## src/rtl/led_matrix_scan_ctrl.sv

```systemverilog
// -----------------------------------------------------------------------------
// led_matrix_scan_ctrl
//
// Purpose:
//   Column-scan controller for a 5-column x 7-row LED matrix. Each column is
//   preceded by BLANK_CYC all-off cycles (ghosting suppression) and then
//   driven for SCAN_DIV cycles with the row pattern latched from the image
//   mux. After HOLD_FRAMES complete frames the image select alternates
//   between the water-level image (0) and the irrigation-status image (1),
//   unless force_level pins the display to image 0.
//
// Parameters:
//   SCAN_DIV    : cycles each column is driven            (1..255)
//   BLANK_CYC   : all-off cycles before each column drive  (1..255)
//   HOLD_FRAMES : frames each image is shown before toggle (1..255)
//
// Ports:
//   clk         in   1  : single clock, rising edge
//   rst_n       in   1  : synchronous active-low reset
//   enable      in   1  : 1 = scan, 0 = matrix off (returns to IDLE)
//   rows_status in  35  : row bits for the selected image, column k at [7k+6:7k]
//   force_level in   1  : 1 = pin display to image 0 (sampled at frame end)
//   img_sel     out  1  : image select to the external mux
//   col_n       out  5  : active-low column drive, at most one bit low
//   row_out     out  7  : active-high row drive
//   frame_done  out  1  : one-cycle pulse after column 4 finishes its drive
//
// All outputs come straight from registers; no input reaches an output
// without passing through a flop.
// -----------------------------------------------------------------------------
module led_matrix_scan_ctrl #(
    parameter int unsigned SCAN_DIV    = 4,
    parameter int unsigned BLANK_CYC   = 1,
    parameter int unsigned HOLD_FRAMES = 8
) (
    input  logic        clk,
    input  logic        rst_n,
    input  logic        enable,
    input  logic [34:0] rows_status,
    input  logic        force_level,
    output logic        img_sel,
    output logic [4:0]  col_n,
    output logic [6:0]  row_out,
    output logic        frame_done
);

    // -------------------------------------------------------------------------
    // Counter sizing
    // -------------------------------------------------------------------------
    // One phase counter serves both BLANK and DRIVE, so it is sized for the
    // longer of the two. The +1 keeps the width non-zero when a parameter is 1.
    localparam int unsigned PH_MAX = (SCAN_DIV > BLANK_CYC) ? SCAN_DIV : BLANK_CYC;
    localparam int unsigned PH_W   = $clog2(PH_MAX + 1);
    localparam int unsigned FC_W   = $clog2(HOLD_FRAMES + 1);

    localparam logic [PH_W-1:0] BLANK_LAST = PH_W'(BLANK_CYC - 1);
    localparam logic [PH_W-1:0] DRIVE_LAST = PH_W'(SCAN_DIV - 1);
    localparam logic [FC_W-1:0] FRAME_LAST = FC_W'(HOLD_FRAMES - 1);
    localparam logic [2:0]      COL_LAST   = 3'd4;
    localparam int unsigned     NUM_COLS   = 5;

    localparam logic [4:0] COLS_OFF = 5'b11111;
    localparam logic [6:0] ROWS_OFF = 7'b0000000;

    typedef enum logic [1:0] {
        S_IDLE  = 2'd0,
        S_BLANK = 2'd1,
        S_DRIVE = 2'd2
    } state_t;

    // -------------------------------------------------------------------------
    // State and output registers
    // -------------------------------------------------------------------------
    state_t          r_state;
    logic [2:0]      r_col_idx;
    logic [PH_W-1:0] r_phase;
    logic [FC_W-1:0] r_frame_cnt;
    logic            r_img_sel;
    logic [4:0]      r_col_n;
    logic [6:0]      r_row_out;
    logic            r_frame_done;

    // Next-state values
    state_t          w_state_next;
    logic [2:0]      w_col_idx_next;
    logic [PH_W-1:0] w_phase_next;
    logic [FC_W-1:0] w_frame_cnt_next;
    logic            w_img_sel_next;
    logic [4:0]      w_col_n_next;
    logic [6:0]      w_row_out_next;
    logic            w_frame_done_next;

    // -------------------------------------------------------------------------
    // Column unpacking and column-select decode
    // -------------------------------------------------------------------------
    logic [6:0] w_col_rows [NUM_COLS];
    logic [4:0] w_col_sel_n;

    generate
        for (genvar gi = 0; gi < NUM_COLS; gi++) begin : g_col_unpack
            assign w_col_rows[gi] = rows_status[7*gi +: 7];
        end
    endgenerate

    // Active-low one-hot for the current column
    assign w_col_sel_n = ~(5'b00001 << r_col_idx);

    // -------------------------------------------------------------------------
    // Next-state / output logic
    // -------------------------------------------------------------------------
    always_comb begin
        w_state_next      = r_state;
        w_col_idx_next    = r_col_idx;
        w_phase_next      = r_phase;
        w_frame_cnt_next  = r_frame_cnt;
        w_img_sel_next    = r_img_sel;
        w_col_n_next      = r_col_n;
        w_row_out_next    = r_row_out;
        w_frame_done_next = 1'b0;

        if (!enable) begin
            // Matrix off from any state; the image select is kept so the
            // display resumes on the same image.
            w_state_next     = S_IDLE;
            w_col_idx_next   = 3'd0;
            w_phase_next     = '0;
            w_frame_cnt_next = '0;
            w_col_n_next     = COLS_OFF;
            w_row_out_next   = ROWS_OFF;
        end else begin
            unique case (r_state)
                S_IDLE: begin
                    w_state_next   = S_BLANK;
                    w_col_idx_next = 3'd0;
                    w_phase_next   = '0;
                    w_col_n_next   = COLS_OFF;
                    w_row_out_next = ROWS_OFF;
                end

                S_BLANK: begin
                    if (r_phase == BLANK_LAST) begin
                        // Rows are captured here, at least one cycle after
                        // any img_sel change, so the mux output is settled.
                        w_state_next   = S_DRIVE;
                        w_phase_next   = '0;
                        w_row_out_next = w_col_rows[r_col_idx];
                        w_col_n_next   = w_col_sel_n;
                    end else begin
                        w_phase_next = r_phase + PH_W'(1);
                    end
                end

                S_DRIVE: begin
                    if (r_phase == DRIVE_LAST) begin
                        w_state_next   = S_BLANK;
                        w_phase_next   = '0;
                        w_col_n_next   = COLS_OFF;
                        w_row_out_next = ROWS_OFF;
                        if (r_col_idx == COL_LAST) begin
                            // End of frame: the only point where the image
                            // select and the frame counter may move.
                            w_col_idx_next    = 3'd0;
                            w_frame_done_next = 1'b1;
                            if (force_level) begin
                                w_img_sel_next   = 1'b0;
                                w_frame_cnt_next = '0;
                            end else if (r_frame_cnt == FRAME_LAST) begin
                                w_img_sel_next   = ~r_img_sel;
                                w_frame_cnt_next = '0;
                            end else begin
                                w_frame_cnt_next = r_frame_cnt + FC_W'(1);
                            end
                        end else begin
                            w_col_idx_next = r_col_idx + 3'd1;
                        end
                    end else begin
                        w_phase_next = r_phase + PH_W'(1);
                    end
                end

                default: begin
                    w_state_next     = S_IDLE;
                    w_col_idx_next   = 3'd0;
                    w_phase_next     = '0;
                    w_frame_cnt_next = '0;
                    w_col_n_next     = COLS_OFF;
                    w_row_out_next   = ROWS_OFF;
                end
            endcase
        end
    end

    // -------------------------------------------------------------------------
    // Registers
    // -------------------------------------------------------------------------
    always_ff @(posedge clk) begin
        if (!rst_n) begin
            r_state      <= S_IDLE;
            r_col_idx    <= 3'd0;
            r_phase      <= '0;
            r_frame_cnt  <= '0;
            r_img_sel    <= 1'b0;
            r_col_n      <= COLS_OFF;
            r_row_out    <= ROWS_OFF;
            r_frame_done <= 1'b0;
        end else begin
            r_state      <= w_state_next;
            r_col_idx    <= w_col_idx_next;
            r_phase      <= w_phase_next;
            r_frame_cnt  <= w_frame_cnt_next;
            r_img_sel    <= w_img_sel_next;
            r_col_n      <= w_col_n_next;
            r_row_out    <= w_row_out_next;
            r_frame_done <= w_frame_done_next;
        end
    end

    assign img_sel    = r_img_sel;
    assign col_n      = r_col_n;
    assign row_out    = r_row_out;
    assign frame_done = r_frame_done;

endmodule

```

## config.mk

```make
export PLATFORM = sky130hd
export DESIGN_NAME = led_matrix_scan_ctrl
export DESIGN_NICKNAME = d
export VERILOG_FILES = /design/src/rtl/led_matrix_scan_ctrl.sv
export SDC_FILE = /design/constraint.sdc
export NUM_CORES = 1
export LEC_CHECK = 0
export ABC_AREA = 1
export CORE_MARGIN = 2
export CORE_UTILIZATION = 60
export DETAILED_ROUTE_END_ITERATION = 10
export DONT_BUFFER_PORTS = 1
export PLACE_DENSITY = 0.76
export SETUP_SLACK_MARGIN = 0.2
export SYNTH_ARGS = -nofsm -noshare
export SYNTH_HDL_FRONTEND = slang
export SYNTH_SLANG_ARGS = --single-unit
export TNS_END_PERCENT = 1
```

## constraint.sdc

```tcl
create_clock -name clk -period 2.15 [get_ports clk]
set_clock_uncertainty 0.2 [all_clocks]
set_input_delay 0.1075 -clock clk [delete_from_list [all_inputs] [get_ports clk]]
set_output_delay 0.1075 -clock clk [all_outputs]
set_load 0.01 [all_outputs]
```

==> metrics <==
CP peak stage delay 580 ps; clk_lat worst skew about 340 ps; cts bufs inserted 3; largest net degree at the start of global routing 25; most common cell in the synthesized netlist nand2_1; 1st-iter DRT viols 86; EDFF count, synth 0; Synth async-reset ratio 0%; leading area contributor after synthesis dfxtp_1; Tmin final 1890 ps; share of cells above drive strength 1 approximately 8.5%; CP Launch Type flip-flop; Switching Share 25.12%; drt pass-1 iters 4; Pleak 0.8582 nW; Die Y roughly 57 µm; status finished, final reports clean; Setup crit end kind flip-flop; crit share post-route around 90%; TritonCTS clock tree done; Arr. time, crit path 1980 ps; internal power approximately 0.00076 W; worst relative slew slack 71.57%; initial core utilization 61.77%; gpl congestion 0.7744; Peak Freq 529.2 MHz; NetSw 0.0002536 W; Root Buffer clkbuf_4; Tot GR Track Use 29.02%; H-tree depth 1; first-pass GRT wire length approximately 7.3 mm; ANT nets after route 0; fin. max-slew vios 0; Logic pwr share 16.0%; Post-layout nets 335; Hold Path Class in2reg; Seq cells post-synth 26; Via-to-Cell Ratio 5.679; Post-Syn Nets about 300; Top Ports 53; # port buffers 0; drc violations 0; CTS max path bufs 2; Worst Path Required 2240 ps; Clock Power Share 34.6%; share of the synthesized area in the top cell type 31.09%; final wirelength 4.570 mm; Worst path slowest cell dlygate4sd3_1; Final Hold Viols 0; slew at the pin closest to its max-slew limit 425.8 ps; Synth Cell Area between 1500 and 2000 µm²; Routed WL per cell 14.65 µm; # rows 19; register area share after synthesis 31.09%; Synth Instances 245; Clock transition at path regs about 150 ps; initial antenna violation count 0; synth cell count leaders nand2_1, nor2_1, dfxtp_1, nand3_1, inv_1; Syn-to-layout area delta 25.78%; Die X 56.82 µm; # clock sinks 26; DP Worst Slack roughly 390 ps; max_cap viols 0; core area 2710 µm²; DIE AREA 3229 µm²; Power Dens Cells 479.5 nW/µm²; synth top area cells dfxtp_1, nand2_1, ha_1; Post-Syn Area per Cell 6.833 µm²; worst-path fanout max 17; CP Cell Sequence buf_12 > nand2_1 > nand3_1 > dlygate4sd3_1 > nand2_1 > nor2_2 > nor2_1 > nor2_1; vias post-DR 1772; diode count 0; CP Class reg2reg; Seq pwr share approximately half; overflow left after global routing 0; Max VDD drop 0.6522 mV; Sum Neg Setup Slack 0 ps; post-route setup slack 260.4 ps; Post-DP HPWL 2.490 mm; Yosys cell types 26; Synth warnings 0; predominant post-synthesis flop cell dfxtp_1; setup violators final 0; # fillers 180; vias in the first global route between 1500 and 2000; RSZ-0062 raised after global routing true
## critical path: cells and delay by family (launching register included)
family                 cells  cell delay [ps]
buffers and inverters      2              730
AND/OR/NAND/NOR            6              490
flip-flops                 1              420
## path summary, 6_finish.rpt
check | slack [ps] | to | start | cells past startpoint
max | 260 | row_out[0]$_SDFFE_PN0P_ | r_col_idx[0]$_SDFFE_PN0P_ | 8
min | 250 | img_sel$_SDFFE_PN0P_ | rst_n | 3
max reg2reg | 260 | row_out[0]$_SDFFE_PN0P_ | r_col_idx[0]$_SDFFE_PN0P_ | 8
min reg2reg | 290 | r_frame_cnt[1]$_SDFFE_PN0P_ | r_frame_cnt[1]$_SDFFE_PN0P_ | 2
## area by class of cell
class	instances	area (µm²)	share of cell area (%)
repair buffers	42	422.9	20.08
inverters	23	96.34	4.575
well taps	31	38.79	1.842
clock inverters	1	30.03	1.426
flip-flops and latches	26	525.5	24.96
clock buffers	3	22.52	1.070
multi-input cells	186	969.7	46.05
## timing repair
action,4_1_cts,5_1_grt
resized for setup,0,10
setup buffers,0,1
hold endpoints to repair,19,0
setup endpoints to repair,0,7
hold buffers,38,0
## layer usage
layer,GRT usage [%],vias up,share of wire [%]
met3,5.530,14,7.1
met5,0,-,0
met2,49.83,91,50
met1,35.04,810,40
met4,12.62,0,2.9
li1,-,857,-
## registers in the layout, summed over array words and instances, names as in the netlist
signal and cells:
col_n 5, frame_done 1, img_sel 1, r_col_idx 3, r_frame_cnt 4, r_phase 3, r_state 2, row_out 7
## stage by stage
step | utilization, % | area [µm²] | power [W] | hold WS, ps | instances
CTS | 76.41 | 2071 | 0.0009951 | 239.0 | 311
global route | 77.70 | 2106 | 0.001043 | 287.6 | 312
finish | 77.70 | 2106 | 0.001010 | 247.3 | 312
detailed placement | 60.43 | 1638 | 0.0006061 | 39.26 | 269
global placement | 60.43 | 1638 | 0.0006049 | 31.79 | 269
floorplan | - | 1674 | 0.0005942 | 27.89 | 245
## cells in the final DEF, fill, tap and decap left out, drive strengths merged, types with 2 or more instances in the layout
cell / synthesis / layout
dfxtp: 26 / 26
clkbuf: 1 / 3
nor2: 38 / 38
a21oi: 9 / 9
nand2: 72 / 72
nand4: 9 / 9
ha: 14 / 14
dlygate4sd3: 0 / 38
buf: 9 / 4
o21ai: 13 / 13
nand3: 21 / 21
o21a: 2 / 2
inv: 22 / 22
or2: 2 / 2
o22ai: 4 / 4
## power by group through the flow
| stage | logic, W | clock network, W | registers (W) |
|---|---|---|---|
| final | 0.000162 | 0.000349 | 0.000499 |
| after global routing | 0.000177 | 0.000367 | 0.000500 |
| after CTS | 0.000147 | 0.000350 | 0.000498 |
| after detailed placement | 0.0000973 | 0 | 0.000509 |
| after global placement | 0.0000962 | 0 | 0.000509 |
| after floorplan | 0.0000877 | 0 | 0.000507 |
## kinds of logic (layout without fill, tap and decap cells)
| kind of cell | Yosys count | count (layout) | share of synthesized area, % |
|---|---|---|---|
| flops | 26 | 26 | 31.09 |
| xor+xnor | 1 | 1 | 0.5233 |
| buf+inv | 33 | 69 | 11.28 |
| fa+ha+maj | 14 | 14 | 10.46 |
| simple gates | 143 | 143 | 37.67 |
| compound gates | 28 | 28 | 8.968 |
(Power assumes the default switching activity.)
